File: config.mk
export PLATFORM = sky130hd
export DESIGN_NAME = posit_decode_pipe
export DESIGN_NICKNAME = d
export VERILOG_FILES = /design/src/rtl/posit_decode_pipe.sv
export SDC_FILE = /design/constraint.sdc
export NUM_CORES = 1
export LEC_CHECK = 0
export BUFFER_PORTS_ARGS = -buffer_cell sky130_fd_sc_hd__buf_2
export CORE_UTILIZATION = 50
export DETAILED_ROUTE_END_ITERATION = 8
export PLACE_DENSITY_LB_ADDON = 0.12
export SKIP_LAST_GASP = 1
export SYNTH_ARGS = -nofsm -noshare
export SYNTH_HDL_FRONTEND = slang
export SYNTH_SLANG_ARGS = --single-unit
File: constraint.sdc
create_clock -name clk -period 14.5 [get_ports clk]
set_input_delay 0.725 -clock clk [delete_from_list [all_inputs] [get_ports clk]]
set_output_delay 0.725 -clock clk [all_outputs]
set_load 0.1 [all_outputs]
File: src/rtl/posit_decode_pipe.sv
// rtl/posit_decode_pipe.sv - pipelined posit<N,ES> field decoder (sign, scale, mantissa, zero/NaR)
//
// Two register stages with valid/ready on both sides, full throughput and
// 2-cycle latency. Optional statistics counters are enabled by defining
// the macro POSIT_DECODE_STATS_EN.
//
// Ports:
//   clk        in   1      clock, all state on rising edge
//   rst        in   1      synchronous, active-high reset
//   in_valid   in   1      input posit valid
//   in_ready   out  1      decoder can accept in_data this cycle
//   in_data    in   N      raw posit bits
//   out_valid  out  1      decoded result valid
//   out_ready  in   1      downstream accepts result
//   out_sign   out  1      sign bit
//   out_scale  out  SW     signed scale = k*2^ES + e
//   out_mant   out  FW+1   1.f, hidden bit at MSB, fraction left-aligned
//   out_zero   out  1      input was all zeros
//   out_nar    out  1      input was NaR
//   stats_clr  in   1      (POSIT_DECODE_STATS_EN) clear both counters
//   stat_zero  out  32     (POSIT_DECODE_STATS_EN) zero results delivered
//   stat_nar   out  32     (POSIT_DECODE_STATS_EN) NaR results delivered
module posit_decode_pipe #(
  parameter  int N  = 32,
  parameter  int ES = 2,
  localparam int SW = $clog2(N) + ES + 1,
  localparam int FW = N - ES - 3
) (
  input  logic          clk,
  input  logic          rst,
  input  logic          in_valid,
  output logic          in_ready,
  input  logic [N-1:0]  in_data,
  output logic          out_valid,
  input  logic          out_ready,
  output logic          out_sign,
  output logic [SW-1:0] out_scale,
  output logic [FW:0]   out_mant,
  output logic          out_zero,
`ifdef POSIT_DECODE_STATS_EN
  output logic          out_nar,
  input  logic          stats_clr,
  output logic [31:0]   stat_zero,
  output logic [31:0]   stat_nar
`else
  output logic          out_nar
`endif
);

  localparam int BW = N - 1;  // body width (posit without sign bit)

  logic          s1_valid;
  logic          s1_sign;
  logic          s1_zero;
  logic          s1_nar;
  logic [BW-1:0] s1_body;

  logic          s2_adv;

  // Output stage frees up when empty or draining; stage 1 frees up when
  // empty or when it can move into stage 2.
  assign s2_adv   = !out_valid || out_ready;
  assign in_ready = !s1_valid || s2_adv;

  // Stage 2 combinational decode of the two's-complemented body.
  logic          first;
  logic          stop;
  logic [SW-1:0] run;
  logic [SW-1:0] k;
  logic [N-4:0]  rem;
  logic [SW-1:0] e_ext;
  logic [SW-1:0] scale_c;

  always_comb begin
    first = s1_body[BW-1];
    run   = '0;
    stop  = 1'b0;
    for (int i = BW - 1; i >= 0; i--) begin
      if (!stop) begin
        if (s1_body[i] == first) run = run + 1'b1;
        else                     stop = 1'b1;
      end
    end
    k = first ? (run - 1'b1) : (-run);
    // Bits after regime and terminator. The top two body bits always belong
    // to the regime/terminator, so start from bit N-4 and shift by run-1;
    // a run reaching the LSB shifts everything out, so e and fraction read 0.
    rem     = s1_body[N-4:0] << (run - 1'b1);
    scale_c = (k << ES) | e_ext;
  end

  if (ES > 0) begin : g_exp
    assign e_ext = SW'(rem[N-4 -: ES]);
  end else begin : g_noexp
    assign e_ext = '0;
  end

  always_ff @(posedge clk) begin
    if (rst) begin
      s1_valid  <= 1'b0;
      s1_sign   <= 1'b0;
      s1_zero   <= 1'b0;
      s1_nar    <= 1'b0;
      s1_body   <= '0;
      out_valid <= 1'b0;
      out_sign  <= 1'b0;
      out_scale <= '0;
      out_mant  <= '0;
      out_zero  <= 1'b0;
      out_nar   <= 1'b0;
    end else begin
      if (s2_adv) begin
        out_valid <= s1_valid;
        if (s1_valid) begin
          out_sign <= s1_sign;
          out_zero <= s1_zero;
          out_nar  <= s1_nar;
          if (s1_zero || s1_nar) begin
            out_scale <= '0;
            out_mant  <= '0;
          end else begin
            out_scale <= scale_c;
            out_mant  <= {1'b1, rem[FW-1:0]};
          end
        end
      end
      if (in_ready) begin
        s1_valid <= in_valid;
        if (in_valid) begin
          s1_sign <= in_data[N-1];
          s1_zero <= (in_data == '0);
          s1_nar  <= in_data[N-1] && (in_data[N-2:0] == '0);
          s1_body <= in_data[N-1] ? (-in_data[N-2:0]) : in_data[N-2:0];
        end
      end
    end
  end

`ifdef POSIT_DECODE_STATS_EN
  always_ff @(posedge clk) begin
    if (rst || stats_clr) begin
      stat_zero <= '0;
      stat_nar  <= '0;
    end else if (out_valid && out_ready) begin
      if (out_zero) stat_zero <= stat_zero + 32'd1;
      if (out_nar)  stat_nar  <= stat_nar + 32'd1;
    end
  end
`endif

endmodule

==> flow_metrics.env, run 1 <==
export IMPL_placementRows=51
export IMPL_top_register="s1_body"
export IMPL_ys_flop_type="dfxtp_1"
export IMPL_h_tree_depth=3
export IMPL_clock_fmax_mhz=72.0
export IMPL_area_growth_pct=13.7
export IMPL_power_uw=1490
export IMPL_fin_area_um2=11300
export IMPL_yosys_cell_count_top_type="nand2_1"
export IMPL_min_period_over_period_pct=95.8
export IMPL_syn_inst=1344
export IMPL_synth_cell_types=104
export IMPL_min_period_ns=13.89
export IMPL_worstPathArrival_ns=14.16
export IMPL_drc=0
export IMPL_final_cells=1674
export IMPL_largestRegisters="s1_body: 31 flops, out_mant: 28 flops, out_scale: 8 flops"
export IMPL_diodes=0
export IMPL_synth_commonest_cells="nand2_1, nor2_1, mux2i_1"
export IMPL_fillers=1815
export IMPL_drt_initial_drc_count=630
export IMPL_ctsRootBufferMaster="clkbuf_16"
export IMPL_ioPinCount=77
export IMPL_die_area_um2=20500
export IMPL_grt_max_degree=64
export IMPL_maxCapViolations=0
export IMPL_hold_viol=0
export IMPL_cts_buffers=9
export IMPL_finClkSkew_ns=0.00952
export IMPL_viasPerCell=5.88
export IMPL_ctsHoldBuffers=0
export IMPL_core_um2=19500
export IMPL_clk_latency_ns=0.34
export IMPL_grt_use_total_pct=26.4
export IMPL_grt_first_pass_wirelength_um=44100
export IMPL_cp_end_kind="register"
export IMPL_die_y_um=143
export IMPL_outcome="finished, final reports clean"
export IMPL_vias=9841
export IMPL_placed_area_um2=10600
export IMPL_finalSetupViolations=0
export IMPL_cp_max_fo=7
export IMPL_synth_area_leader_cell="dfxtp_1"
export IMPL_firstDrtPassIters=5
export IMPL_wl_um=26600
export IMPL_synth_nets=1408
export IMPL_synthArstFlopShare_pct=0
export IMPL_worst_pin_slew_ns=1.04
export IMPL_nets=1468
export IMPL_dp_hpwl_um=20500
export IMPL_worstSetupPathType="register to register"
export IMPL_cpMostUsedCell="ha_1"
export IMPL_globalplace_congestion=0.896
export IMPL_power_density_nw_per_um2=132
export IMPL_synth_warnings=0
export IMPL_die_w_um=143
export IMPL_final_layout_size_suffix_gt1_share_pct=18.5
export IMPL_synth_area_um2=9940
export IMPL_slowest_stage="or4_4"
export IMPL_synth_area_leaders="dfxtp_1, mux2i_1, nand2_1"
export IMPL_synth_edff_count=0
export IMPL_cts_sinks=75
export IMPL_drtAntennaViolNets=0
export IMPL_cellLeakagePower_uw=0.00459
export IMPL_crit_required_ns=14.77
export IMPL_irDropWorstVdd_uv=103
export IMPL_grt_antenna_before_repair=0
export IMPL_grt_overflow=0
export IMPL_syn_area_per_cell_um2=7.40
export IMPL_setup_worst_path_start_class="register"
export IMPL_largest_reg_flops=31
export IMPL_ys_seq_area_share_pct=15.1
export IMPL_clockBufferDepth=2
export IMPL_io_buffers=76
export IMPL_synth_seq_cells=75
export IMPL_cts_tree="built"
export IMPL_start_util_pct=51.1
export IMPL_synth_top_area_share_pct=15.1
export IMPL_dpl_cell_count=1638
export IMPL_avgRoutedWirePerCell_um=15.9
export IMPL_maxSlewViolCount=0
export IMPL_grt_pass1_vias=8908
export IMPL_slowest_delay_ns=0.56
export IMPL_path_clk_slew_ns=0.07
export IMPL_relSlewSlack_pct=29.7
export IMPL_hold_path_class="register to register"
## critical path: cells and delay by family, from the launching register on
| family | cells | cell delay [ns] |
|---|---|---|
| simple gates | 26 | 4.05 |
| compound gates | 31 | 4.34 |
| flops | 1 | 0.32 |
| fa+ha+maj | 14 | 3.68 |
| xor+xnor | 2 | 0.39 |
| buf+inv | 4 | 0.31 |
| mux | 3 | 0.72 |
## stage by stage
stage               setup TNS [ns]  hold WS, ns  worst slack [ns]  util [%]
floorplan                        0        0.436            0.0336         -
global placement                 0        0.440            0.0330      54.3
detailed placement           -7.78        0.437            -0.405      54.3
CTS                              0        0.451            0.0343      56.4
global route                 -1.89        0.482            -0.133      58.1
finish                           0        0.448             0.609      58.1
## repair_timing
action	4_1_cts	5_1_grt
pin swaps	6	45
setup buffers	5	15
endpoints found under the setup margin	29	32
cloned	0	0
gates resized for setup	12	49
## worst paths after layout
path                     start      endpoint  slack (ns)  depth (start not counted)
setup reg to reg   s1_body[29]  out_mant[16]        0.61                         80
hold reg to reg   out_mant[14]  out_mant[14]        0.45                          2
setup / recovery   s1_body[29]  out_mant[16]        0.61                         80
hold / removal    out_mant[14]  out_mant[14]        0.45                          2
## final cells by class
cell class	instances	area, µm²	share of cell area [%]
Multi-Input combinational cell	1146	8210	72.6
Sequential cell	75	1500	13.3
Timing Repair Buffer	131	797	7.05
Tap cell	265	332	2.93
Clock buffer	9	225	1.99
Inverter	41	154	1.36
Clock inverter	7	90.1	0.797
## where the power goes
part           switching [µW]  internal [µW]
sequential               23.0            225
combinational             602            406
clock                    99.7            139
total                     725            770
## layer usage
layer / track usage (%) / vias up / share of wire, %
met2: 42.6 / 218 / 45
met4: 7.53 / 0 / 1.7
met3: 1.95 / 33 / 3.8
li1: - / 5001 / -
met1: 37.5 / 4589 / 49
met5: 0 / - / 0
## cell families after synthesis
group,Yosys count,share of synthesized area [%]
mux,103,10.7
flops,75,15.1
xor+xnor,132,14.4
simple gates,534,26.9
compound gates,346,23.6
fa+ha+maj,31,3.83
buf+inv,123,5.45
## cell usage in the layout (no fill, tap or decap), types with 44 or more instances in the layout
master	synthesis	final
o21ai_0	75	66
mux2i_1	87	87
buf_4	3	54
xnor2_1	65	65
a21oi_1	82	73
nor2_1	126	122
buf_2	7	76
dfxtp_1	75	73
xor2_1	46	44
nand2_1	152	149
Power figures use the tool's default switching activity.
==> run 2, diff against run 1 <==
--- a/config.mk
+++ b/config.mk
@@ -7,7 +7,8 @@
 export LEC_CHECK = 0
 export BUFFER_PORTS_ARGS = -buffer_cell sky130_fd_sc_hd__buf_2
+export CORE_ASPECT_RATIO = 1.1
 export CORE_UTILIZATION = 50
 export DETAILED_ROUTE_END_ITERATION = 8
-export PLACE_DENSITY_LB_ADDON = 0.12
+export PLACE_DENSITY = 0.71
 export SKIP_LAST_GASP = 1
 export SYNTH_ARGS = -nofsm -noshare
==> constraint.sdc (replaced) <==
create_clock -name clk -period 14.5 [get_ports clk]
set_input_delay 0.725 -clock clk [delete_from_list [all_inputs] [get_ports clk]]
set_output_delay 0.725 -clock clk [all_outputs]
set_load 0.02 [all_outputs]
==> run 2 against run 1 <==
Global-route usage rose by 0.082 points. Largest cell class unchanged. Worst setup slack got worse by 0.10 ns. Critical endpoint is now out_mant[21]. Critical path type unchanged. Largest power group unchanged. Fmax fell by 0.72%. Core utilization rose by 1.5 points. Clock skew rose by 0.0020 ns.
==> flow_metrics.env, run 2 (synthesized netlist as in run 1, its figures left out) <==
export IMPL_slowest_stage="or4_4"
export IMPL_grt_antenna_before_repair=0
export IMPL_holdPathEnd="out_scale[1]"
export IMPL_top_register="s1_body"
export IMPL_largestRegisters="s1_body: 31 flops, out_mant: 28 flops, out_scale: 8 flops"
export IMPL_wl_um=27100
export IMPL_min_delay_path_depth=2
export IMPL_drt_initial_drc_count=860
export IMPL_cts_buffers=9
export IMPL_dp_slack_ns=-0.322
export IMPL_nets=1480
export IMPL_cellLeakagePower_uw=0.00469
export IMPL_drc=0
export IMPL_cts_sinks=75
export IMPL_io_buffers=76
export IMPL_final_layout_size_suffix_gt1_share_pct=20.2
export IMPL_worstPathArrival_ns=14.22
export IMPL_power_uw=1470
export IMPL_layout_commonest_cell="nand2_1"
export IMPL_fin_ws_ns=0.508
export IMPL_maxCapViolations=0
export IMPL_min_period_ns=13.99
export IMPL_firstDrtPassIters=6
export IMPL_slowest_delay_ns=0.56
export IMPL_vias=10100
export IMPL_clock_fmax_mhz=71.5
export IMPL_clockBufferDepth=2
export IMPL_worstSetupPathType="register to register"
export IMPL_power_density_nw_per_um2=128
export IMPL_outcome="finished, final reports clean"
export IMPL_cp_max_fo=7
export IMPL_rsz0062_at_grt="true"
export IMPL_clk_latency_ns=0.34
export IMPL_h_tree_depth=3
export IMPL_finClkSkew_ns=0.0116
export IMPL_crit_required_ns=14.73
export IMPL_hold_path_class="register to register"
export IMPL_fillers=1744
export IMPL_die_y_um=150
export IMPL_grt_first_pass_wirelength_um=44700
export IMPL_startpoint="s1_body[29]"
export IMPL_cp_top_family="compound AO/OA/AOI/OAI gates"
export IMPL_largest_reg_flops=31
export IMPL_die_w_um=136
export IMPL_worst_pin_slew_ns=1.03
export IMPL_relSlewSlack_pct=31.1
export IMPL_diodes=0
export IMPL_grt_max_degree=80
export IMPL_core_um2=19300
export IMPL_ctsRootBufferMaster="clkbuf_16"
export IMPL_hp_start="out_scale[1]"
export IMPL_hold_viol=0
export IMPL_die_area_um2=20500
export IMPL_irDropWorstVdd_uv=111
export IMPL_regToRegStartpoint="s1_body[29]"
export IMPL_viasPerCell=6.03
export IMPL_cp_num_buf_inv=4
export IMPL_whs_ns=0.447
export IMPL_setup_worst_path_start_class="register"
export IMPL_cts_tree="built"
export IMPL_grt_overflow=0
export IMPL_cpMostUsedCell="ha_1"
export IMPL_start_util_pct=51.5
export IMPL_dp_hpwl_um=20200
export IMPL_drtAntennaViolNets=0
export IMPL_cp_end_kind="register"
export IMPL_maxSlewViolCount=0
export IMPL_finalSetupViolations=0
export IMPL_path_clk_slew_ns=0.07
export IMPL_globalplace_congestion=0.947
export IMPL_final_cell_mix="nand2_1, nor2_1, mux2i_1, buf_2, dfxtp_1"
export IMPL_grt_pass1_vias=9256
export IMPL_tns_ns=0
export IMPL_r2r_cells=79
export IMPL_area_growth_pct=15.7
export IMPL_avgRoutedWirePerCell_um=16.3
export IMPL_placementRows=53
export IMPL_min_period_over_period_pct=96.5
export IMPL_ioPinCount=77
export IMPL_r2r_end="out_mant[21]"
export IMPL_r2r_setup_slack_ns=0.51
export IMPL_grt_use_total_pct=26.5
run 2: changes by cell type in the layout (fill, tap and decap cells not counted), sizes merged:
| cell | delta |
|---|---|
| buf | +11 |
| clkinv | +1 |
| nor2 | +1 |
| inv | -1 |
run 2: stage by stage:
step	cells	util [%]	area [µm²]
after floorplan	1344	-	9950
after global placement	1624	54.9	10600
after detailed placement	1624	54.9	10600
after CTS	1652	57.3	11100
after global routing	1668	59.6	11500
final	1668	59.6	11500
run 2: how the worst max path moves through the flow:
stage / to / slack [ns] / cells after the start
final: out_mant[21] / 0.51 / 79
after detailed placement: out_mant[21] / -0.32 / 80
after global placement: out_mant[23] / 0.006 / 80
after floorplan: out_mant[18] / 0.03 / 85
after CTS: out_mant[21] / 0.01 / 81
after global routing: out_mant[2] / -0.33 / 72
run 2: area by class of cell:
class	count	area, µm²	area share, %
multi-input cells	1147	8320	72.3
well taps	247	309	2.69
inverters	41	156	1.36
clock inverters	7	92.6	0.805
clock buffers	9	225	1.96
flip-flops and latches	75	1500	13.1
repair buffers	142	896	7.79
run 2: worst register-to-register path, delay by kind of cell, from the launching register on:
family / cells / cell delay (ns)
compound gates: 30 / 4.81
xor+xnor: 2 / 0.37
fa+ha+maj: 14 / 3.73
buf+inv: 4 / 0.25
flops: 1 / 0.32
mux: 3 / 0.73
simple gates: 26 / 3.63
run 2: layer usage:
| layer | GRT usage, % | routed length [µm] |
|---|---|---|
| met5 | 0 | 0 |
| met4 | 8.33 | 626 |
| met3 | 2.27 | 1330 |
| met2 | 44.3 | 13000 |
| met1 | 35.8 | 12200 |
run 2: where the power goes:
part	switching (µW)	internal (µW)	leakage, µW	total (µW)
Clock	97.5	138	0.000156	236
Sequential	23.2	225	0.000614	248
Combinational	560	431	0.00392	991
Total	681	794	0.00469	1470
run 2: what timing repair did:
action / in CTS / in global routing
gates cloned: 0 / 1
pin swaps: 11 / 59
hold buffers: 0 / 0
resized for setup: 12 / 77
setup endpoints to repair: 29 / 33
buffers inserted: 12 / 16
